### src/rtl/reaction_timer.sv
`default_nettype none
// ============================================================================
// Module   : reaction_timer
// Purpose  : Reaction-time game core. After a start request it waits a
//            pseudo-random number of milliseconds, lights the LED, then counts
//            milliseconds in 4-digit BCD until the player presses stop. The
//            result is held, and the best (lowest) valid time is kept. A stop
//            before the LED lights is reported as a false start.
// Ports    : clock        - system clock, all logic on its rising edge
//            reset        - asynchronous active-low reset
//            clk_ms       - 1 ms square wave, sampled as data (synchronized)
//            start        - debounced level, rising edge requests a trial
//            stop         - debounced level, rising edge is the response
//            led          - high while waiting for the player's response
//            time_bcd     - current/last reaction time, 4 BCD digits
//            best_bcd     - best valid time since reset (9999 when none)
//            false_start  - high after a stop during the pre-LED delay
//            busy         - high while a trial is in progress
// Revision : 1.0 - initial release
// ============================================================================
module reaction_timer #(
   parameter int unsigned MIN_DELAY_MS = 1000,
   parameter int unsigned RAND_MASK    = 1023,
   parameter logic [15:0] LFSR_SEED    = 16'hACE1
) (
   input  logic        clock,
   input  logic        reset,
   input  logic        clk_ms,
   input  logic        start,
   input  logic        stop,
   output logic        led,
   output logic [15:0] time_bcd,
   output logic [15:0] best_bcd,
   output logic        false_start,
   output logic        busy
);

   localparam logic [15:0] c_min_delay = MIN_DELAY_MS[15:0];
   localparam logic [15:0] c_rand_mask = RAND_MASK[15:0];
   localparam logic [15:0] c_bcd_max   = 16'h9999;

   typedef enum logic [2:0] {
      S_IDLE  = 3'd0,
      S_WAIT  = 3'd1,
      S_ARMED = 3'd2,
      S_DONE  = 3'd3,
      S_FAULT = 3'd4
   } state_t;

   state_t      r_state;
   state_t      w_state_next;

   logic        r_ms_sync1;
   logic        r_ms_sync2;
   logic        r_ms_prev;
   logic        r_ms_tick;
   logic        r_start_q;
   logic        r_start_prev;
   logic        r_stop_q;
   logic        r_stop_prev;
   logic [15:0] r_lfsr;
   logic [15:0] r_delay_cnt;
   logic [15:0] r_time_bcd;
   logic [15:0] r_best_bcd;

   logic        w_start_edge;
   logic        w_stop_edge;
   logic        w_lfsr_fb;
   logic        w_load;
   logic        w_decrement;
   logic        w_count;
   logic        w_best_update;
   logic [15:0] w_time_inc;
   logic [15:0] w_time_final;

   // Saturating 4-digit BCD increment: 9999 stays 9999.
   function automatic logic [15:0] bcd_inc(input logic [15:0] v);
      logic [15:0] r;
      logic        carry;
      r     = v;
      carry = 1'b1;
      for (int i = 0; i < 4; i++) begin
         if (carry) begin
            if (r[4*i +: 4] == 4'd9) begin
               r[4*i +: 4] = 4'd0;
            end else begin
               r[4*i +: 4] = r[4*i +: 4] + 4'd1;
               carry       = 1'b0;
            end
         end
      end
      if (v == c_bcd_max) begin
         r = v;
      end
      return r;
   endfunction

   // ------------------------------------------------------------------------
   // Input conditioning: clk_ms is asynchronous, so it gets two flops before
   // its edge is detected; the tick itself is registered. start/stop are
   // already debounced and only need a register plus edge detect.
   // ------------------------------------------------------------------------
   always_ff @(posedge clock or negedge reset) begin
      if (!reset) begin
         r_ms_sync1   <= 1'b0;
         r_ms_sync2   <= 1'b0;
         r_ms_prev    <= 1'b0;
         r_ms_tick    <= 1'b0;
         r_start_q    <= 1'b0;
         r_start_prev <= 1'b0;
         r_stop_q     <= 1'b0;
         r_stop_prev  <= 1'b0;
      end else begin
         r_ms_sync1   <= clk_ms;
         r_ms_sync2   <= r_ms_sync1;
         r_ms_prev    <= r_ms_sync2;
         r_ms_tick    <= r_ms_sync2 & ~r_ms_prev;
         r_start_q    <= start;
         r_start_prev <= r_start_q;
         r_stop_q     <= stop;
         r_stop_prev  <= r_stop_q;
      end
   end

   assign w_start_edge = r_start_q & ~r_start_prev;
   assign w_stop_edge  = r_stop_q  & ~r_stop_prev;

   // ------------------------------------------------------------------------
   // Free-running Fibonacci LFSR, x^16 + x^14 + x^13 + x^11 + 1.
   // ------------------------------------------------------------------------
   assign w_lfsr_fb = r_lfsr[15] ^ r_lfsr[13] ^ r_lfsr[12] ^ r_lfsr[10];

   always_ff @(posedge clock or negedge reset) begin
      if (!reset) begin
         r_lfsr <= LFSR_SEED;
      end else begin
         r_lfsr <= {r_lfsr[14:0], w_lfsr_fb};
      end
   end

   // ------------------------------------------------------------------------
   // State machine: state register
   // ------------------------------------------------------------------------
   always_ff @(posedge clock or negedge reset) begin
      if (!reset) begin
         r_state <= S_IDLE;
      end else begin
         r_state <= w_state_next;
      end
   end

   // ------------------------------------------------------------------------
   // State machine: next state and datapath controls
   // ------------------------------------------------------------------------
   always_comb begin
      w_state_next  = r_state;
      w_load        = 1'b0;
      w_decrement   = 1'b0;
      w_count       = 1'b0;
      w_best_update = 1'b0;
      case (r_state)
         S_IDLE, S_DONE, S_FAULT: begin
            // start wins over a simultaneous stop here
            if (w_start_edge) begin
               w_state_next = S_WAIT;
               w_load       = 1'b1;
            end
         end
         S_WAIT: begin
            if (w_stop_edge) begin
               w_state_next = S_FAULT;
            end else if (r_ms_tick) begin
               // A zero count (MIN_DELAY_MS = 0 with a zero random part) arms
               // on the first tick instead of wrapping the counter.
               if (r_delay_cnt <= 16'd1) begin
                  w_state_next = S_ARMED;
               end else begin
                  w_decrement = 1'b1;
               end
            end
         end
         S_ARMED: begin
            w_count = r_ms_tick;
            if (w_stop_edge) begin
               w_state_next  = S_DONE;
               w_best_update = 1'b1;
            end
         end
         default: begin
            w_state_next = S_IDLE;
         end
      endcase
   end

   // A tick coinciding with stop is counted before the result is final.
   assign w_time_inc   = bcd_inc(r_time_bcd);
   assign w_time_final = w_count ? w_time_inc : r_time_bcd;

   // ------------------------------------------------------------------------
   // Datapath: delay counter, reaction time, best time
   // ------------------------------------------------------------------------
   always_ff @(posedge clock or negedge reset) begin
      if (!reset) begin
         r_delay_cnt <= 16'd0;
         r_time_bcd  <= 16'h0000;
         r_best_bcd  <= c_bcd_max;
      end else begin
         if (w_load) begin
            r_delay_cnt <= c_min_delay + (r_lfsr & c_rand_mask);
         end else if (w_decrement) begin
            r_delay_cnt <= r_delay_cnt - 16'd1;
         end

         if (w_load) begin
            r_time_bcd <= 16'h0000;
         end else if (w_count) begin
            r_time_bcd <= w_time_inc;
         end

         // Packed BCD orders the same way as its binary value.
         if (w_best_update && (w_time_final < r_best_bcd)) begin
            r_best_bcd <= w_time_final;
         end
      end
   end

   // Outputs come straight from registers / state decode.
   assign led         = (r_state == S_ARMED);
   assign busy        = (r_state == S_WAIT) || (r_state == S_ARMED);
   assign false_start = (r_state == S_FAULT);
   assign time_bcd    = r_time_bcd;
   assign best_bcd    = r_best_bcd;

endmodule
`default_nettype wire
### config.mk
export PLATFORM = sky130hd
export DESIGN_NAME = reaction_timer
export DESIGN_NICKNAME = d
export VERILOG_FILES = /design/src/rtl/reaction_timer.sv
export SDC_FILE = /design/constraint.sdc
export NUM_CORES = 1
export LEC_CHECK = 0
export CAP_MARGIN = 30
export CORE_MARGIN = 3
export CORE_UTILIZATION = 57
export DETAILED_ROUTE_END_ITERATION = 10
export MAX_ROUTING_LAYER = met4
export PLACE_DENSITY = 0.89
export SLEW_MARGIN = 20
export SYNTH_ARGS = -nofsm -noshare
export SYNTH_HDL_FRONTEND = slang
export SYNTH_SLANG_ARGS = --single-unit
### constraint.sdc
create_clock -name clock -period 3.8 [get_ports clock]
set_input_delay 1.14 -clock clock [delete_from_list [all_inputs] [get_ports clock]]
set_output_delay 1.14 -clock clock [all_outputs]
set_load 0.01 [all_outputs]
======== Word-level counts from Yosys, hierarchy flattened ========
Index checks and enable logic that the tools add are counted.
storage, ports and cells
  memories ................................ 0
  bits in writable memories ............... 0
  flip-flop bits (word level) ............. 75
  input port bits ......................... 5
  ROM bits ................................ 0
  output and inout port bits .............. 35
  bits in latches ......................... 0
operators by class
  muxes and demuxes ....................... 32
  bitwise gates (word level) .............. 9
  divide/modulo/power cells ............... 0
  add/subtract/negate cells ............... 6
  $lt $le $gt $ge ......................... 2
  reduce and logical (&&, ||, !) cells .... 6
  $mul .................................... 0
  equal/unequal tests ..................... 13
  shift-type cells ........................ 0
operators by type and width
  operator                                               count
  two-way mux 16 bit                                     5
  two-way mux 4 bit                                      7
  adder 4 x 1 -> 4 bit (second input constant)           4
  == test 16 bit (second input constant)                 1
  == test 4 bit (second input constant)                  4
  <= comparator 16 x 1 -> 1 bit (second input constant)  1
  less-than comparator 16 bit                            1
  subtractor 16 x 1 -> 16 bit (second input constant)    1
  two-way mux 3 bit                                      5
  two-way mux 1 bit                                      14
  adder 10 x 10 -> 11 bit (first input constant)         1
  one-hot mux 3 bit (3 select lines)                     1
  == test 3 x 2 -> 1 bit (second input constant)         2
  != test 3 bit (second input constant)                  2
  AND reduction 4 bit                                    1
  bitwise AND 1 bit                                      3
  == test 3 x 1 -> 1 bit (second input constant)         1
  == test 3 bit (second input constant)                  1
  logical NOT 3 bit                                      1
  inverter 1 bit                                         3
  OR reduction 3 bit                                     1
  bitwise XOR 1 bit                                      3
  != test 2 x 1 -> 1 bit (second input constant)         1
  != test 2 bit (second input constant)                  1
  other kinds (3)                                        3

======== Logic depth before layout (Yosys ltp) ========
Gate-level depths: netlist of run 1.
  depth in word-level cells ............... 9
  mapped depth ............................ 14
  depth with buffers taken out ............ 13

======== Worst setup path after synthesis of run 1 ========
Ideal clock, no wire load.
  kind .................................... register to register
  start ................................... register r_time_bcd[0], in the netlist time_bcd[0]
  end ..................................... register r_best_bcd[13], in the netlist best_bcd[13]
  slack ................................... 544 ps
  clock period less this slack ............ 3256 ps
  library setup time ...................... 127 ps
  arrival ................................. 3129 ps
  path buffers ............................ 1
  stages on the path, launching flop included .. 13
  required time ........................... 3673 ps
  cells stage by stage .................... dfrtp_1 > ha_1 > nand3b_1 > nor2_1 > nand4_1 > mux2_2 > ha_1 > nand4_1 > nor2_1 > o311ai_0 > o211ai_2 > buf_6 > mux2_1
on the way
  longest elaborated chain between the ends .. 9
  elaborated cells on any way between the ends .. 14
  those cells by class .................... add/sub: 1; order compare: 1; eq/ne: 2; mux: 9; reduce/logical: 1
RTL lines
  what                             line  RTL
  start, declared                  63    logic [15:0] r_time_bcd;
  start signal, assigned           217   r_time_bcd <= w_time_inc;
  == test 4 bit                    84    if (r[4*i +: 4] == 4'd9) begin
  two-way mux 1 bit                84
  two-way mux 1 bit (2 in series)  83    if (carry) begin
  two-way mux 4 bit                83
  two-way mux 16 bit (*)           92    if (v == c_bcd_max) begin
  two-way mux 16 bit (*)           --
  via w_time_final[14]             74    logic [15:0] w_time_final;
  less-than comparator 16 bit (*)  221   if (w_best_update && (w_time_final < r_best_bcd)) begin
  logical AND 1 bit (*)            221
  end signal, assigned             206   r_best_bcd <= c_bcd_max;
  end signal, assigned             222   r_best_bcd <= w_time_final;
  end, declared                    64    logic [15:0] r_best_bcd;
The timed path passes the listed nets; every way through them passes the cells marked *.
A chain may end at the register's enable or synchronous reset.

======== Final worst setup path of run 1 ========
  start ................................... register r_time_bcd[0], in the netlist time_bcd[0]
  end ..................................... register r_best_bcd[9], in the netlist best_bcd[9]
on the way
  elaborated cells on any way between the ends .. 14
  those cells by class .................... add/sub: 1; order compare: 1; eq/ne: 2; mux: 9; reduce/logical: 1
RTL lines
  what                             line
  == test 4 bit                    84
  two-way mux 1 bit                84
  two-way mux 1 bit                83
  two-way mux 4 bit                83
  two-way mux 16 bit (*)           92
  two-way mux 16 bit (*)           --
  via w_time_final[11]             74
  less-than comparator 16 bit (*)  221
  logical AND 1 bit (*)            221
Marks and branches as above.

==> impl_metrics.json, run 1 <==
{
  "routedWlPerCell_um": 15.8,
  "n_fill_cell": 498,
  "cts_tree": "done",
  "drt_iter0_markers": 144,
  "synth_area_sq_um": 4010,
  "grt_max_degree": 31,
  "rrSetupSlack_ps": 260,
  "combPwrFrac": 0.162,
  "h-tree-depth": 3,
  "power.internal_mw": 1.29,
  "dr.pass1.iters": 4,
  "max_slew.worst_pin.slew_ps": 876,
  "crit_fanout": 12,
  "reg2reg_to": "best_bcd[9]",
  "rsz0062_at_grt": "false",
  "busiest_layer": "met2",
  "dieArea_sq_um": 8080,
  "remaining_drc_errors": 0,
  "path_cells": "ha_1, nand3b_1, nor2_1, o2111ai_1, a22o_1, ha_1, nand4_1, nor2_1, o311ai_0, o211ai_2, buf_4, mux2_2",
  "path_clk_slew_ps": 70,
  "use_met1": 0.268,
  "synth_edf_count": 0,
  "dpl_cell_area_sq_um": 4510,
  "finalSetupViolCount": 0,
  "switchingPower_mw": 0.506,
  "min_path_type": "flip-flop to flip-flop",
  "synth_top_flop_cell": "dfrtp_1",
  "dp_hpwl_um": 6020,
  "top_level_ports": 40,
  "vias_per_cell": 5.90,
  "areaGrowthSynthToFinish_pct": 17.0,
  "ant_nets": 0,
  "final_area_sq_um": 4690,
  "switching_share": 0.282,
  "fin_crit_sh": 0.932,
  "synthArstFlopShare": 1.00,
  "slowest_stage": "dfrtp_1",
  "crit_arrival_ps": 3770,
  "vdd_drop_max_mv": 0.385,
  "seq_power_share": 0.517,
  "crit_type": "flip-flop to flip-flop",
  "grt_pass1_vias": 3018,
  "cts_hold_buf": 0,
  "start_kind": "flip-flop",
  "synth_seq_cells": 75,
  "timing.critical_path.to_type": "flip-flop",
  "grt_overflow": 0,
  "p_per_area_nw_per_um2": 382,
  "maxCapViolCount": 0,
  "gr-usage-all-layers": 0.225,
  "holdWs_ps": 356,
  "insertedDiodeCount": 0,
  "slowest_delay_ps": 470,
  "ys_seq_area_frac": 0.473,
  "synth.distinct_cells": 58,
  "rows": 29,
  "vias": 3122,
  "antenna_found_initial": 0,
  "worstHoldPathCells": 0,
  "grt_pass1_wl_um": 14400,
  "cts_buffer_depth": 2,
  "clockPowerShare": 0.321,
  "status": "finished clean",
  "p_total_mw": 1.79,
  "drive_above_1_share": 0.128,
  "synth_area_leaders": "dfrtp_1, dfstp_2, ha_1, inv_1, mux2_2",
  "portBuffers": 39,
  "syn_nets": 415,
  "nets": 462,
  "skew_ps": 7.27,
  "ctsResizeCount": 0,
  "core_area_sq_um": 6570,
  "fmax_ghz": 0.282,
  "grt_util_met3": 0.0526,
  "yosys.area.top_type": "dfrtp_1",
  "rr_worst_depth": 12,
  "yosysWarnings": 0,
  "slew_headroom": 0.415,
  "cts_root_buffer": "clkbuf_8",
  "min_to": "r_ms_sync2",
  "clock-sinks": 75,
  "leakagePower_nw": 2.04,
  "final.setup.tns_ps": 0,
  "die_h_um": 89.9,
  "clkLatencyLatePin_ps": 340,
  "post-route-min-period_ps": 3540,
  "gr-usage-met2": 0.383,
  "synth_cells": 384,
  "drv_slew": 0,
  "initial_core_util": 0.611,
  "r2r-start": "time_bcd[0]",
  "required_ps": 4030,
  "die_w_um": 89.9,
  "cts_buffers": 9,
  "synth_top_area_frac": 0.368,
  "gp_congestion": 0.944,
  "finalHoldViolations": 0,
  "post_cts_buffers": 0,
  "avgSynthCellArea_sq_um": 10.4,
  "hold_start": "r_ms_sync1",
  "drt-total-wl_um": 8380
}
-- Yosys cell counts (6+ instances only) --
master	count
and2_1	15
or3_1	9
o211ai_1	7
nor3_1	6
or2_2	6
nand2_1	25
dfstp_2	16
xor2_1	6
o21ai_0	16
dfrtp_1	59
mux2_2	9
xnor2_1	6
nand4_1	9
ha_1	26
inv_1	27
clkbuf_1	8
nor4_1	6
nand3b_1	6
mux2_1	8
nand3_1	17
nor2_1	17
a21oi_1	14
-- state kept, by name, summed over array words and instances, names as in the netlist --
register,flops
r_ms_tick,1
r_stop_q,1
r_start_q,1
best_bcd,16
r_lfsr,16
r_stop_prev,1
r_state,3
r_ms_prev,1
time_bcd,16
r_start_prev,1
r_ms_sync1,1
r_ms_sync2,1
r_delay_cnt,16
-- worst max-delay path by stage --
stage | slack, ps | cells past startpoint | to | startpoint
detailed placement | 340 | 12 | best_bcd[14] | time_bcd[0]
finish | 260 | 12 | best_bcd[9] | time_bcd[0]
global route | 70 | 12 | best_bcd[9] | time_bcd[0]
CTS | 290 | 12 | best_bcd[9] | time_bcd[0]
floorplan | 540 | 12 | best_bcd[13] | time_bcd[0]
global placement | 480 | 12 | best_bcd[10] | time_bcd[0]
-- routing by layer --
| layer | vias to the layer above | wire length (um) |
|---|---|---|
| li1 | 1492 | - |
| met1 | 1534 | 3510 |
| met2 | 86 | 4340 |
| met3 | 10 | 405 |
| met4 | 0 | 119 |
| met5 | - | 0 |
-- worst max-delay path, delay by kind of cell (launching register included) --
kind                     cells  cell delay [ps]
AND/OR/NAND/NOR              4              920
AO/OA/AOI/OAI                4              910
adder cells (fa/ha/maj)      2              530
flip-flops                   1              470
multiplexers                 1              350
buffers and inverters        1              250
-- power groups by stage --
| stage | Sequential [mW] | Combinational, mW | Clock (mW) |
|---|---|---|---|
| floorplan | 0.900 | 0.230 | 0 |
| global placement | 0.931 | 0.279 | 0 |
| detailed placement | 0.937 | 0.287 | 0 |
| CTS | 0.923 | 0.290 | 0.592 |
| global route | 0.937 | 0.324 | 0.624 |
| finish | 0.927 | 0.290 | 0.575 |
-- per-stage QoR --
stage          setup WS (ps)   util  std cells
2_1_floorplan            544      -        384
3_3_place_gp             480  0.687        512
3_5_place_dp             343  0.687        512
4_1_cts                  294  0.714        528
5_1_grt                 74.0  0.715        529
6_report                 258  0.715        529
-- kinds of logic (layout without fill, tap and decap cells) --
kind of cell    after synthesis  in the layout  share of synthesized area
fa+ha+maj                    26             26                     0.0811
flops                        75             75                      0.473
buf+inv                      36             88                     0.0355
xor+xnor                     12             12                     0.0262
compound gates               72             72                      0.124
mux                          22             22                     0.0602
simple gates                141            141                      0.200
-- layout make-up --
class                      count  area (sq um)  share of cell area
multi-input combinational    273          1970               0.420
sequential                    75          1900               0.404
timing repair buffer          45           428              0.0912
clock buffer                  13           139              0.0296
tap                           93           116              0.0248
inverter                      27           101              0.0216
clock inverter                 3          40.0             0.00853
-- cells in the final DEF, fill, tap and decap left out, types with 3 or more instances in the layout --
| cell | count |
|---|---|
| nand3b_1 | 6 |
| a21oi_1 | 14 |
| xor2_1 | 6 |
| mux2_1 | 8 |
| or3_1 | 9 |
| o31a_1 | 4 |
| xnor2_1 | 6 |
| o211ai_1 | 7 |
| or4_1 | 4 |
| nand2_1 | 25 |
| inv_1 | 27 |
| dfrtp_1 | 59 |
| clkbuf_8 | 9 |
| buf_4 | 5 |
| o21ai_0 | 16 |
| nor4_1 | 6 |
| nor2b_1 | 4 |
| dfstp_2 | 16 |
| mux2i_1 | 5 |
| nand4_1 | 9 |
| or2_2 | 6 |
| nor2_1 | 17 |
| nor3_1 | 6 |
| and2_1 | 15 |
| nand3_1 | 17 |
| clkdlybuf4s50_1 | 38 |
| mux2_2 | 9 |
| clkbuf_1 | 4 |
| ha_1 | 26 |
| o31ai_1 | 3 |
| nand2b_1 | 4 |
| o311ai_0 | 5 |
Power figures use the tool's default switching activity.
==> run 2: changes to the inputs <==
--- a/config.mk
+++ b/config.mk
@@ -6,11 +6,14 @@
 export NUM_CORES = 1
 export LEC_CHECK = 0
 export CAP_MARGIN = 30
+export CELL_PAD_IN_SITES_DETAIL_PLACEMENT = 1
+export CELL_PAD_IN_SITES_GLOBAL_PLACEMENT = 1
 export CORE_MARGIN = 3
-export CORE_UTILIZATION = 57
+export CORE_UTILIZATION = 45
 export DETAILED_ROUTE_END_ITERATION = 10
 export MAX_ROUTING_LAYER = met4
 export PLACE_DENSITY = 0.89
+export RECOVER_POWER = 100
 export SLEW_MARGIN = 20
 export SYNTH_ARGS = -nofsm -noshare
 export SYNTH_HDL_FRONTEND = slang
==> run 2 against run 1 <==
Utilization is 15 points lower. Global-route usage is 1.1 points lower. Combinational power about the same. Sequential power is essentially flat. Non-clock buffer count fell by 1. Register-to-register slack better by 60 ps. Clock skew is 1.9 ps higher. Highest routed layer unchanged.
==> impl_metrics.json, run 2 (same netlist as run 1, synthesis figures left out) <==
{
  "status": "finished clean",
  "final.setup.tns_ps": 0,
  "insertedDiodeCount": 0,
  "drt_iter0_markers": 74,
  "cts_tree": "done",
  "timing.critical_path.to_type": "flip-flop",
  "vias": 3151,
  "antenna_found_initial": 0,
  "vias_per_cell": 5.84,
  "grt_pass1_wl_um": 16700,
  "rsz0062_at_grt": "false",
  "finalHoldViolations": 0,
  "max_slew.worst_pin.slew_ps": 1400,
  "combPwrFrac": 0.156,
  "rrSetupSlack_ps": 320,
  "rows": 33,
  "power.internal_mw": 1.29,
  "drive_above_1_share": 0.115,
  "crit_type": "flip-flop to flip-flop",
  "layout_common_cells": "dfrtp_1, dlygate4sd3_1, inv_1",
  "remaining_drc_errors": 0,
  "fmax_ghz": 0.287,
  "portBuffers": 39,
  "place_inst": 521,
  "nets": 461,
  "seq_power_share": 0.495,
  "h-tree-depth": 3,
  "routedWlPerCell_um": 18.0,
  "drv_slew": 0,
  "path_clk_slew_ps": 90,
  "ant_nets": 0,
  "fin_crit_sh": 0.915,
  "grt_pass1_vias": 3398,
  "die_w_um": 100,
  "cp-startpoint": "time_bcd[0]",
  "r2r-start": "time_bcd[0]",
  "vdd_drop_max_mv": 0.229,
  "maxCapViolCount": 0,
  "required_ps": 4030,
  "cts_root_buffer": "clkbuf_8",
  "post-route-min-period_ps": 3480,
  "skew_ps": 9.13,
  "crit_arrival_ps": 3710,
  "dieArea_sq_um": 10100,
  "grt_overflow": 0,
  "layout_commonest_cell": "dfrtp_1",
  "initial_core_util": 0.476,
  "grt_max_degree": 76,
  "p_total_mw": 1.87,
  "fin_cells": 540,
  "clock-sinks": 75,
  "rr_worst_depth": 12,
  "areaGrowthSynthToFinish_pct": 17.7,
  "finalSetupViolCount": 0,
  "leakagePower_nw": 2.16,
  "cts_buffer_depth": 2,
  "dr.pass1.iters": 4,
  "dp_hpwl_um": 6940,
  "top_level_ports": 40,
  "gp_congestion": 0.785,
  "core_area_sq_um": 8420,
  "p_per_area_nw_per_um2": 396,
  "start_kind": "flip-flop",
  "die_h_um": 100,
  "endpoint": "best_bcd[9]",
  "crit_fanout": 16,
  "clkLatencyLatePin_ps": 350,
  "gr-usage-all-layers": 0.214,
  "cts_buffers": 9,
  "post_cts_buffers": 0,
  "reg2reg_to": "best_bcd[9]",
  "min_path_type": "flip-flop to flip-flop",
  "switchingPower_mw": 0.581,
  "drt-total-wl_um": 9720,
  "clockPowerShare": 0.349,
  "slew_headroom": 0.0648,
  "switching_share": 0.310
}
-- run 2: repair_timing --
item                       in CTS  in global routing
resized for setup               0                  2
hold buffers                    0                  0
setup endpoints to repair       0                 16
-- run 2: worst min path at each step --
stage,from,end,slack (ps),depth (start not counted)
floorplan,r_ms_sync1,r_ms_sync2,330,0
global placement,r_ms_sync1,r_ms_sync2,330,0
detailed placement,r_lfsr[14],r_lfsr[15],350,0
CTS,r_lfsr[14],r_lfsr[15],370,0
global route,r_lfsr[14],r_lfsr[15],380,0
finish,r_lfsr[14],r_lfsr[15],370,0
-- run 2: metrics by stage --
step	hold slack, ps	worst slack, ps	instance area, sq um	util
2_1_floorplan	331	544	4010	-
3_3_place_gp	334	409	4510	0.535
3_5_place_dp	352	147	4510	0.535
4_1_cts	369	65.9	4710	0.560
5_1_grt	375	92.2	4720	0.561
6_report	373	322	4720	0.561
-- run 2: layout make-up --
class | count | area (sq um)
fillers | 920 | 3700
multi-input cells | 273 | 1970
flip-flops and latches | 75 | 1900
repair buffers | 44 | 417
well taps | 105 | 131
clock buffers | 9 | 124
inverters | 27 | 101
clock inverters | 7 | 81.3
-- run 2: power by group through the flow --
stage | clock (mW) | sequential, mW | combinational [mW]
3_5_place_dp | 0 | 0.940 | 0.298
6_report | 0.653 | 0.927 | 0.293
5_1_grt | 0.708 | 0.939 | 0.332
4_1_cts | 0.672 | 0.925 | 0.300
3_3_place_gp | 0 | 0.934 | 0.284
2_1_floorplan | 0 | 0.900 | 0.230
-- run 2: worst max-delay path, cell delays in order, from the launching register on --
cell and delay [ps]:
dfrtp_1 500, ha_1 230, nand3b_1 220, nor2_4 270, nand4_1 130, mux2_2 320
ha_1 330, nand4_1 130, nor2_1 170, o311ai_0 190, o211ai_2 200, buf_4 300
mux2_2 370
-- run 2: per-layer routing --
layer / GRT usage / vias to the layer above / part of all wire
li1: - / 1477 / -
met3: 0.0500 / 17 / 0.039
met5: - / - / 0
met2: 0.367 / 59 / 0.52
met4: 0.0570 / 0 / 0.016
met1: 0.252 / 1598 / 0.43
